File: src/rtl/seg7_scan_driver_if.sv
// -----------------------------------------------------------------------------
// seg7_scan_driver_if
//
// Bundles the display-driver signals between the CPU debug side and the
// board pins. The master side supplies the value to show. The slave side is
// the scan driver, and it returns the multiplexed pin levels.
//
//   value      [4*NUM_DIGITS] hex nibbles, nibble 0 is the rightmost digit
//   dp_in      [NUM_DIGITS]   decimal-point request per digit
//   load       [1]            captures value/dp_in into the pending image
//   lz_en      [1]            leading-zero blanking enable (sampled live)
//   seg        [7]            shared segment lines {g,f,e,d,c,b,a}
//   dp         [1]            decimal point of the digit being scanned
//   an         [NUM_DIGITS]   per-digit enables
//   frame_done [1]            one-cycle pulse after each complete scan
// -----------------------------------------------------------------------------
interface seg7_scan_driver_if #(
    parameter int NUM_DIGITS = 4
);
    logic [4*NUM_DIGITS-1:0] value;
    logic [NUM_DIGITS-1:0]   dp_in;
    logic                    load;
    logic                    lz_en;
    logic [6:0]              seg;
    logic                    dp;
    logic [NUM_DIGITS-1:0]   an;
    logic                    frame_done;

    modport master (
        output value, dp_in, load, lz_en,
        input  seg, dp, an, frame_done
    );

    modport slave (
        input  value, dp_in, load, lz_en,
        output seg, dp, an, frame_done
    );
endinterface

File: src/rtl/seg7_scan_driver.sv
// -----------------------------------------------------------------------------
// seg7_scan_driver
//
// Time-multiplexed hex display driver. One shared hex-to-7-segment decoder
// serves all digits. A divider and a digit index step through the digit
// slots. The first BLANK_CYCLES of each slot keep every enable off, so the
// previous digit's segments do not ghost onto the next digit.
//
// New values are captured into a pending image on load. They move into the
// active image only at a frame boundary, so one scan never mixes two loads.
//
//   clk             system clock
//   rst             synchronous, active-high reset
//   bus (slave)     value/dp_in/load/lz_en in; seg/dp/an/frame_done out
//
// All outputs are registered. They follow div/idx with one cycle of latency.
// NUM_DIGITS must be >= 2, SCAN_DIV must be >= 2, and BLANK_CYCLES must be
// < SCAN_DIV.
// -----------------------------------------------------------------------------
module seg7_scan_driver #(
    parameter int NUM_DIGITS   = 4,
    parameter int SCAN_DIV     = 1000,
    parameter int BLANK_CYCLES = 1,
    parameter int ACTIVE_LOW   = 1
) (
    input  logic              clk,
    input  logic              rst,
    seg7_scan_driver_if.slave bus
);

    localparam int DIV_W = $clog2(SCAN_DIV);
    localparam int IDX_W = $clog2(NUM_DIGITS);
    localparam int VAL_W = 4 * NUM_DIGITS;

    localparam logic [DIV_W-1:0] DIV_LAST  = DIV_W'(SCAN_DIV - 1);
    localparam logic [DIV_W-1:0] BLANK_END = DIV_W'(BLANK_CYCLES);
    localparam logic [IDX_W-1:0] IDX_LAST  = IDX_W'(NUM_DIGITS - 1);

    // The output stage XORs every pin with POL. Internal logic therefore
    // works in active-high terms regardless of board polarity.
    localparam logic                  POL     = (ACTIVE_LOW != 0);
    localparam logic [6:0]            SEG_OFF = {7{POL}};
    localparam logic [NUM_DIGITS-1:0] AN_OFF  = {NUM_DIGITS{POL}};

    // Active-high {g,f,e,d,c,b,a} pattern for one hex nibble.
    function automatic logic [6:0] hex_decode(input logic [3:0] nib);
        case (nib)
            4'h0: return 7'h3F;
            4'h1: return 7'h06;
            4'h2: return 7'h5B;
            4'h3: return 7'h4F;
            4'h4: return 7'h66;
            4'h5: return 7'h6D;
            4'h6: return 7'h7D;
            4'h7: return 7'h07;
            4'h8: return 7'h7F;
            4'h9: return 7'h67;
            4'hA: return 7'h77;
            4'hB: return 7'h7C;
            4'hC: return 7'h58;
            4'hD: return 7'h5E;
            4'hE: return 7'h79;
            default: return 7'h71;
        endcase
    endfunction

    // Scan position
    logic [DIV_W-1:0] div_q, div_d;
    logic [IDX_W-1:0] idx_q, idx_d;

    // Displayed image and the image waiting for the next frame boundary
    logic [VAL_W-1:0]      act_val_q, act_val_d;
    logic [NUM_DIGITS-1:0] act_dp_q, act_dp_d;
    logic [VAL_W-1:0]      pend_val_q, pend_val_d;
    logic [NUM_DIGITS-1:0] pend_dp_q, pend_dp_d;
    logic                  pend_v_q, pend_v_d;

    // Registered pin levels
    logic [NUM_DIGITS-1:0] an_q, an_d;
    logic [6:0]            seg_q, seg_d;
    logic                  dp_q, dp_d;
    logic                  frame_done_q, frame_done_d;

    // Output-stage intermediates
    logic [3:0]            cur_nib;
    logic                  cur_dp;
    logic                  cur_blank;
    logic                  zeros_above;
    logic [NUM_DIGITS-1:0] an_hi;
    logic [6:0]            seg_hi;

    logic slot_end;
    logic frame_end;

    assign slot_end  = (div_q == DIV_LAST);
    assign frame_end = slot_end && (idx_q == IDX_LAST);

    // -------------------------------------------------------------------------
    // Divider and digit index
    // -------------------------------------------------------------------------
    always_comb begin : scan_next
        // NOTE: every variable written in an always_comb gets a default value
        // first. A path that leaves a variable unassigned would infer a latch.
        div_d = div_q + DIV_W'(1);
        idx_d = idx_q;
        if (slot_end) begin
            div_d = '0;
            idx_d = (idx_q == IDX_LAST) ? '0 : idx_q + IDX_W'(1);
        end
    end

    // -------------------------------------------------------------------------
    // Pending and active images
    // -------------------------------------------------------------------------
    // The boundary transfer reads pend_*_q. A load in the boundary cycle
    // therefore moves the earlier capture to the display, and the new capture
    // waits (with pend_v set) for the following frame.
    always_comb begin : image_next
        act_val_d  = act_val_q;
        act_dp_d   = act_dp_q;
        pend_val_d = pend_val_q;
        pend_dp_d  = pend_dp_q;
        pend_v_d   = pend_v_q;

        if (frame_end && pend_v_q) begin
            act_val_d = pend_val_q;
            act_dp_d  = pend_dp_q;
            pend_v_d  = 1'b0;
        end

        // A load overrides the clear above, and the last load wins.
        if (bus.load) begin
            pend_val_d = bus.value;
            pend_dp_d  = bus.dp_in;
            pend_v_d   = 1'b1;
        end
    end

    // -------------------------------------------------------------------------
    // Output stage: digit select, leading-zero blanking, decode, polarity
    // -------------------------------------------------------------------------
    // The scan runs from the most significant nibble downward. zeros_above is
    // set only while every nibble from i up to the top is zero. Digit 0 is
    // excluded, so an all-zero value still shows "0".
    always_comb begin : out_next
        cur_nib     = 4'h0;
        cur_dp      = 1'b0;
        cur_blank   = 1'b0;
        zeros_above = 1'b1;
        an_hi       = '0;

        for (int i = NUM_DIGITS - 1; i >= 0; i--) begin
            zeros_above = zeros_above && (act_val_q[i*4 +: 4] == 4'h0);
            if (idx_q == IDX_W'(i)) begin
                cur_nib   = act_val_q[i*4 +: 4];
                cur_dp    = act_dp_q[i];
                cur_blank = zeros_above && (i != 0);
                an_hi[i]  = 1'b1;
            end
        end

        // A blanked digit keeps its enable on and its dp. Only the segments
        // go dark.
        seg_hi = (bus.lz_en && cur_blank) ? 7'h00 : hex_decode(cur_nib);

        // Anti-ghosting: all enables stay off at the start of each slot.
        if (div_q < BLANK_END) begin
            an_hi = '0;
        end

        an_d         = an_hi ^ AN_OFF;
        seg_d        = seg_hi ^ SEG_OFF;
        dp_d         = cur_dp ^ POL;
        frame_done_d = frame_end;
    end

    // -------------------------------------------------------------------------
    // State registers
    // -------------------------------------------------------------------------
    always_ff @(posedge clk) begin
        if (rst) begin
            div_q        <= '0;
            idx_q        <= '0;
            // NOTE: the image registers are reset as well as the control
            // state. After reset the display must show zeros, and any pending
            // update must be discarded.
            act_val_q    <= '0;
            act_dp_q     <= '0;
            pend_val_q   <= '0;
            pend_dp_q    <= '0;
            pend_v_q     <= 1'b0;
            an_q         <= AN_OFF;
            seg_q        <= SEG_OFF;
            dp_q         <= POL;
            frame_done_q <= 1'b0;
        end else begin
            // NOTE: non-blocking assignments make every register update from
            // the values that were present before the edge. This keeps the
            // update independent of statement order.
            div_q        <= div_d;
            idx_q        <= idx_d;
            act_val_q    <= act_val_d;
            act_dp_q     <= act_dp_d;
            pend_val_q   <= pend_val_d;
            pend_dp_q    <= pend_dp_d;
            pend_v_q     <= pend_v_d;
            an_q         <= an_d;
            seg_q        <= seg_d;
            dp_q         <= dp_d;
            frame_done_q <= frame_done_d;
        end
    end

    assign bus.an         = an_q;
    assign bus.seg        = seg_q;
    assign bus.dp         = dp_q;
    assign bus.frame_done = frame_done_q;

endmodule
File: src/flat_wrapper.sv
// flat-port wrapper written by rule: the top's interface ports become plain ports
module seg7_scan_driver_flat 
#(
    parameter int NUM_DIGITS   = 4,
    parameter int SCAN_DIV     = 1000,
    parameter int BLANK_CYCLES = 1,
    parameter int ACTIVE_LOW   = 1
)
  (clk, rst, bus_value, bus_dp_in, bus_load, bus_lz_en, bus_seg, bus_dp, bus_an, bus_frame_done);
  seg7_scan_driver_if #(.NUM_DIGITS(NUM_DIGITS)) bus_i ();
  input  logic clk;
  input  logic rst;
  input wire logic [$bits(bus_i.value)-1:0] bus_value;
  input wire logic [$bits(bus_i.dp_in)-1:0] bus_dp_in;
  input wire logic [$bits(bus_i.load)-1:0] bus_load;
  input wire logic [$bits(bus_i.lz_en)-1:0] bus_lz_en;
  output wire logic [$bits(bus_i.seg)-1:0] bus_seg;
  output wire logic [$bits(bus_i.dp)-1:0] bus_dp;
  output wire logic [$bits(bus_i.an)-1:0] bus_an;
  output wire logic [$bits(bus_i.frame_done)-1:0] bus_frame_done;
  assign bus_i.value = bus_value;
  assign bus_i.dp_in = bus_dp_in;
  assign bus_i.load = bus_load;
  assign bus_i.lz_en = bus_lz_en;
  assign bus_seg = bus_i.seg;
  assign bus_dp = bus_i.dp;
  assign bus_an = bus_i.an;
  assign bus_frame_done = bus_i.frame_done;
  seg7_scan_driver #(.NUM_DIGITS(NUM_DIGITS), .SCAN_DIV(SCAN_DIV), .BLANK_CYCLES(BLANK_CYCLES), .ACTIVE_LOW(ACTIVE_LOW)) u_core (.clk(clk), .rst(rst), .bus(bus_i));
endmodule
File: config.mk
export PLATFORM = sky130hd
export DESIGN_NAME = seg7_scan_driver_flat
export DESIGN_NICKNAME = d
export VERILOG_FILES = /design/src/rtl/seg7_scan_driver_if.sv /design/src/rtl/seg7_scan_driver.sv /design/src/flat_wrapper.sv
export SDC_FILE = /design/constraint.sdc
export NUM_CORES = 1
export LEC_CHECK = 0
export BUFFER_PORTS_ARGS = -buffer_cell sky130_fd_sc_hd__buf_2
export CAP_MARGIN = 20
export CORE_UTILIZATION = 45
export DETAILED_ROUTE_END_ITERATION = 6
export HOLD_SLACK_MARGIN = 0.15
export PLACE_DENSITY = 0.62
export RECOVER_POWER = 100
export SETUP_SLACK_MARGIN = 0.3
export SYNTH_ARGS = -nofsm -noshare
export SYNTH_HDL_FRONTEND = slang
export SYNTH_SLANG_ARGS = --single-unit
export TNS_END_PERCENT = 5
File: constraint.sdc
create_clock -name clk -period 6.9 [get_ports clk]
set_clock_uncertainty 0.15 [all_clocks]
set_input_delay 0.345 -clock clk [delete_from_list [all_inputs] [get_ports clk]]
set_output_delay 0.345 -clock clk [all_outputs]
set_load 0.02 [all_outputs]
**Word-level counts from Yosys, hierarchy flattened**

Memories as Yosys holds them, arrays and structs flattened.
Index checks and enable logic that the tools add are counted.

- ROM bits: 112
- Output and inout bits: 13
- Memories kept: 1
- Logic and storage cells: 54
- Register bits after elaboration: 66

Memories:

| memory | depth | width | rd ports | clocked after memory_dff | wr ports | RTL line | source |
|---|---|---|---|---|---|---|---|
| (name not given) | 16 | 7 | 1 | 0 | 0 | seg7_scan_driver.sv:47 | `case (nib)` |

- Bitwise gates (word level): 3
- Reduce and logical (&&, ||, !) cells: 11
- Order comparisons: 1
- Muxes and demuxes: 21
- Add/sub/neg operators: 2
- Equality and inequality tests: 4

Operators by type and width:

| operator | number |
|---|---|
| $mux 4 | 5 |
| $mux 1 | 14 |
| $logic_not 4->1 | 3 |
| $add 10x1->10 const B | 1 |
| $eq 10x10->1 const B | 1 |
| $lt 10x1->1 const B | 1 |
| $mux 7 | 1 |
| $not 7->7 | 1 |
| $logic_and 1x1->1 | 5 |
| $eq 2x2->1 const B | 2 |
| $not 4->4 | 1 |
| $add 2x1->2 const B | 1 |
| $eq 2x1->1 const B | 1 |
| $logic_not 2->1 | 1 |
| $mux 2 | 1 |
| $reduce_bool 2->1 | 1 |
| $reduce_or 2->1 | 1 |
| $not 1->1 | 1 |

**Longest topological paths before layout**

- Depth in word-level cells: 8
- Mapped depth: 11
- Gate-level depth less buffers: 10

**Worst setup path after synthesis**

OpenSTA, ideal clock, no wires.

- Path type: reg2reg
- Start point: register u_core.idx_q[0]
- End point: register u_core.seg_q[3] (netlist: u_core.bus.seg[3])
- Data required time: 6649 ps
- Arrival time: 2418 ps
- Period minus slack after synthesis: 2669 ps
- Setup time: 101 ps
- Stages on the path, launching flop included: 10
- Path slack: 4231 ps
- Cells stage by stage: dfxtp_1 inv_1 ha_1 buf_6 nand3b_1 a221o_1 ha_1 a2111oi_0 a211oi_1 o41ai_1

- Longest elaborated chain between the ends: 8

RTL lines:

| element | RTL line | source |
|---|---|---|
| start: declaration | seg7_scan_driver.sv:69 | `logic [IDX_W-1:0] idx_q, idx_d;` |
| start signal: assignment | seg7_scan_driver.sv:201 | `idx_q <= idx_d;` |
| $eq 2x2->1 | seg7_scan_driver.sv:154 | `if (idx_q == IDX_W'(i)) begin` |
| $mux 4 / $mux 1 (equally long branches) (4 in a row) | seg7_scan_driver.sv:154 |  |
| $mem_v2 16x7 / $logic_and 1x1->1 (equally long branches) | n/a |  |
| $mux 7 (*) | seg7_scan_driver.sv:164 | `seg_hi = (bus.lz_en && cur_blank) ? 7'h00 : hex_decode(cur_nib);` |
| $not 7->7 (no line) (*) | n/a |  |
| end signal: assignment | seg7_scan_driver.sv:208 | `seg_q <= seg_d;` |
| end: declaration | seg7_scan_driver.sv:80 | `logic [6:0] seg_q, seg_d;` |

Every way passes the cells marked *; elsewhere a longest branch is shown, timed or not.
A chain may end at the register's enable or synchronous reset.

**Worst setup path after layout**

Same ends and word-level chain as after synthesis.

==> impl_table.tex <==
\begin{tabular}{lr}
\hline
Metric & Value \\
\hline
\multicolumn{2}{l}{\textbf{Logic synthesis}} \\
\quad Synthesized-area fraction occupied by ao, oa, aoi and oai cells & 0.0922 \\
\quad Simple-gate share of the synthesized area & 0.180 \\
\quad Proportion of register bits with asynchronous set or reset after synthesis & 0 \\
\quad Average size of a mapped cell & 9.87 um2 \\
\quad Number of storage elements in the synthesis netlist & 66 \\
\quad Dominant combinational cell family by area after synthesis & simple AND/OR/NAND/NOR gates \\
\quad Cells after Synth & 297 \\
\quad Yosys warning count & 0 \\
\quad Prevailing post-synth register cell & dfxtp\_1 \\
\quad Seq/Total Area, Yosys & 0.451 \\
\quad Multiplexer share of the synthesized area & 0.158 \\
\quad Total standard cell area after synthesis & 0.00293 mm2 \\
\quad Adder-cell area share of the yosys netlist & 0.0469 \\
\quad Unique cell type count in the Yosys netlist & 52 \\
\quad Parity-gate share of the synthesized area counting xor and xnor cells & 0.0239 \\
\quad Post-synthesis net count & 332 \\
\quad Number of enable-type register cells in the synthesized netlist & 0 \\
\multicolumn{2}{l}{\textbf{Die}} \\
\quad Initial Util & 0.465 \\
\quad Ports placed on the boundary & 37 \\
\quad Die area & 0.00684 mm2 \\
\quad Die H & 82.7 um \\
\quad Core Rows & 29 \\
\quad Width of the die & 82.7 um \\
\quad Standard cell core area & 0.00631 mm2 \\
\multicolumn{2}{l}{\textbf{Clock network}} \\
\quad CTS max path bufs & 2 \\
\quad H-tree levels & 3 \\
\quad Clock tree from TritonCTS & done \\
\quad Number of setup buffers added after CTS & 0 \\
\quad Clock root buffer master & clkbuf\_8 \\
\quad Source-to-sink clock delay at the later pin of the worst-skew pair & 340 ps \\
\quad Clock-pin transition on the worst setup and hold timing paths & 70 ps \\
\quad Total CTS buffers & 9 \\
\quad Clock sink total & 66 \\
\multicolumn{2}{l}{\textbf{Global route}} \\
\quad Gr ovfl total & 0 \\
\quad Number of antenna violations at the first check in global routing & 0 \\
\quad Number of global-route vias before repair & 1980 \\
\quad Maximum number of pins on one net before global-route repair & 50 \\
\quad Total Routing Usage GR & 0.184 \\
\quad Wire length of the first global-routing pass & 9310 um \\
\multicolumn{2}{l}{\textbf{Place}} \\
\quad HPWL Detailed & 3820 um \\
\quad Number of buffers added on ports & 36 \\
\quad Routability congestion estimate from global placement & 0.802 \\
\multicolumn{2}{l}{\textbf{Setup path}} \\
\quad CP required & 6970 ps \\
\quad Worst-path fanout max & 13 \\
\quad Reg-to-reg slack, setup & 3790 ps \\
\quad Critical register-to-register path endpoint & u\_core.bus.seg[3]\$\_SDFF\_PP1\_ \\
\quad CP arrival & 3180 ps \\
\quad Type of the worst setup path & register to register \\
\quad Reg2reg start & u\_core.idx\_q[0]\$\_SDFFE\_PP0P\_ \\
\quad Category of the worst setup path launch point & register \\
\quad CP Capture Type & register \\
\quad Length in cells of the worst reg-to-reg path & 8 \\
\multicolumn{2}{l}{\textbf{Route}} \\
\quad Vias per inst & 5.15 \\
\quad TritonRoute pass-1 iters & 4 \\
\quad Total Wirelength & 5620 um \\
\quad Routed vias & 2221 \\
\quad Number of routed nets with antenna violations & 0 \\
\quad Final routed wire length divided by cell count & 13.0 um \\
\quad Iter 0 DRT Violations & 61 \\
\quad Final routed DRC violation total & 0 \\
\multicolumn{2}{l}{\textbf{Outcome}} \\
\quad Failing checks & capacitance limit, slew limit \\
\quad Run status & finished, violations left \\
\multicolumn{2}{l}{\textbf{Timing}} \\
\quad RSZ-0062 raised after global routing & no \\
\quad Total Neg Setup Slack & 0 ps \\
\quad Setup-failing EPs final & 0 \\
\quad Pins Over Slew Limit & 50 \\
\quad Number of hold violations in the final report & 0 \\
\quad Actual slew at the worst max-slew pin & 2090 ps \\
\quad Period minus WS final & 3110 ps \\
\quad Timing-limited maximum frequency & 321 MHz \\
\quad Slew HR & -0.397 \\
\quad Share of the clock period used by the worst path & 0.451 \\
\multicolumn{2}{l}{\textbf{Final layout}} \\
\quad Sequential Area & 0.00132 mm2 \\
\quad Growth of design area from synthesis to finish & 18.9\% \\
\quad Footprint of the multi-input gates & 0.00146 mm2 \\
\quad Ratio of cells with drive above 1 in the final layout & 0.136 \\
\quad Final-layout fill cell count & 604 \\
\quad Final standard cell utilization of the core & 0.552 \\
\quad Number of antenna repair diodes & 0 \\
\quad Layout Nets & 384 \\
\multicolumn{2}{l}{\textbf{Pwr}} \\
\quad Switching power of the nets & 177 uW \\
\quad Comb pwr share & 0.062 \\
\quad Power density normalized to cell area & 213 mW/mm2 \\
\quad Proportion of total power due to net switching & 0.238 \\
\quad Leak pwr & 0.00160 uW \\
\quad Worst supply voltage drop on vdd & 0.000132 V \\
\quad Share of total power in the clock network & 0.402 \\
\quad Design internal power & 567 uW \\
\quad Sequential cell fraction of total power & 0.536 \\
\multicolumn{2}{l}{\textbf{Min path}} \\
\quad WHS Path Cells & 1 \\
\quad Hold Crit Start & u\_core.div\_q[0]\$\_SDFF\_PP0\_ \\
\quad Hold Crit Class & register to register \\
\quad End of the worst hold path & u\_core.div\_q[0]\$\_SDFF\_PP0\_ \\
\multicolumn{2}{l}{\textbf{Run}} \\
\quad Total of max-cap violations & 1 \\
\hline
\end{tabular}
layer usage:
| layer | global-route usage | vias up | part of all wire |
|---|---|---|---|
| met5 | 0 | - | 0 |
| met4 | 0.0793 | 0 | 0.014 |
| met3 | 0.0560 | 7 | 0.038 |
| met2 | 0.279 | 36 | 0.43 |
| met1 | 0.240 | 1034 | 0.51 |
| li1 | - | 1144 | - |
worst max-delay path: stages, from the launching register on:
cell and delay [ps]:
dfxtp_1 390, inv_1 80, ha_1 340, nand3b_1 220
a221oi_1 540, ha_1 380, a2111oi_0 400, a211oi_1 100
o41ai_1 390
sequential cells by signal, summed over array words and instances, names as in the netlist, 2 cells and up:
signal,flops
u_core.pend_dp_q,4
u_core.bus.an,4
u_core.div_q,10
u_core.act_dp_q,4
u_core.idx_q,2
u_core.bus.seg,7
u_core.pend_val_q,16
u_core.act_val_q,16
placed cells by master (no fill, tap or decap), drive strengths merged, types with 3 or more instances in the layout:
cell / instances
dfxtp: 66
nor2: 57
mux2i: 44
clkbuf: 26
buf: 22
dlygate4sd3: 20
inv: 14
ha: 11
nand2: 9
nand3: 8
a211oi: 6
nor3: 5
xor2: 5
o211ai: 5
nand4: 3
nand2b: 3
xnor2: 3
a211o: 3
nand3b: 3
nor3b: 3
cells in the mapped netlist (4+ instances only):
| library cell | n | area (um2) |
|---|---|---|
| mux2i_1 | 44 | 440 |
| nand2_1 | 9 | 33.8 |
| nand3_1 | 8 | 40.0 |
| ha_1 | 11 | 138 |
| nor2_1 | 57 | 214 |
| a211oi_1 | 4 | 30.0 |
| buf_2 | 5 | 25.0 |
| xor2_1 | 5 | 43.8 |
| clkbuf_1 | 4 | 15.0 |
| dfxtp_1 | 66 | 1320 |
| nor3_1 | 5 | 25.0 |
| o211ai_1 | 4 | 30.0 |
| inv_1 | 13 | 48.8 |
cell families (layout without fill, tap and decap cells):
family                   after synthesis  after routing
AND/OR/NAND/NOR                      106            106
XOR/XNOR                               8              8
buffers and inverters                 29             86
adder cells (fa/ha/maj)               11             11
AO/OA/AOI/OAI                         31             31
multiplexers                          46             46
flip-flops                            66             66
per-stage QoR:
| stage | std cells | area [um2] | hold WS (ps) | power (uW) | setup WS (ps) |
|---|---|---|---|---|---|
| after floorplan | 297 | 2930 | 288 | 432 | 4230 |
| final | 431 | 3490 | 326 | 744 | 3790 |
| after global routing | 431 | 3490 | 351 | 781 | 3620 |
| after global placement | 395 | 3120 | 307 | 445 | 4070 |
| after detailed placement | 395 | 3120 | 316 | 446 | 3940 |
| after CTS | 431 | 3510 | 333 | 756 | 3890 |
how the worst max path moves through the flow:
stage                            startpoint                            to  slack [ps]  cells past startpoint
6_report       u_core.idx_q[0]$_SDFFE_PP0P_  u_core.bus.seg[3]$_SDFF_PP1_        3790                      8
2_1_floorplan  u_core.idx_q[0]$_SDFFE_PP0P_  u_core.bus.seg[3]$_SDFF_PP1_        4230                      9
5_1_grt        u_core.idx_q[1]$_SDFFE_PP0P_  u_core.bus.seg[3]$_SDFF_PP1_        3620                      8
3_5_place_dp   u_core.idx_q[1]$_SDFFE_PP0P_  u_core.bus.seg[3]$_SDFF_PP1_        3940                      8
3_3_place_gp   u_core.idx_q[0]$_SDFFE_PP0P_  u_core.bus.seg[3]$_SDFF_PP1_        4070                      8
4_1_cts        u_core.idx_q[1]$_SDFFE_PP0P_  u_core.bus.seg[3]$_SDFF_PP1_        3890                      8
power groups by stage:
stage	logic (uW)	registers, uW	clock network, uW
after floorplan	23.4	409	0
after global placement	38.1	407	0
after detailed placement	38.6	407	0
after CTS	47.3	398	310
after global routing	51.7	400	330
final	46.1	398	299
cell type report:
| class | instances | share of cell area |
|---|---|---|
| tap | 77 | 0.0276 |
| multi-input combinational | 202 | 0.420 |
| clock buffer | 11 | 0.0434 |
| timing repair buffer | 57 | 0.105 |
| sequential | 66 | 0.379 |
| inverter | 13 | 0.0140 |
| clock inverter | 5 | 0.0108 |
repair_timing:
item / in CTS / in global routing
hold buffers: 20 / 0
endpoints found under the setup margin: 0 / 0
endpoints found under the hold margin: 20 / 0
resized for setup: 0 / 0
No activity file was read; power rests on OpenSTA's default activity.
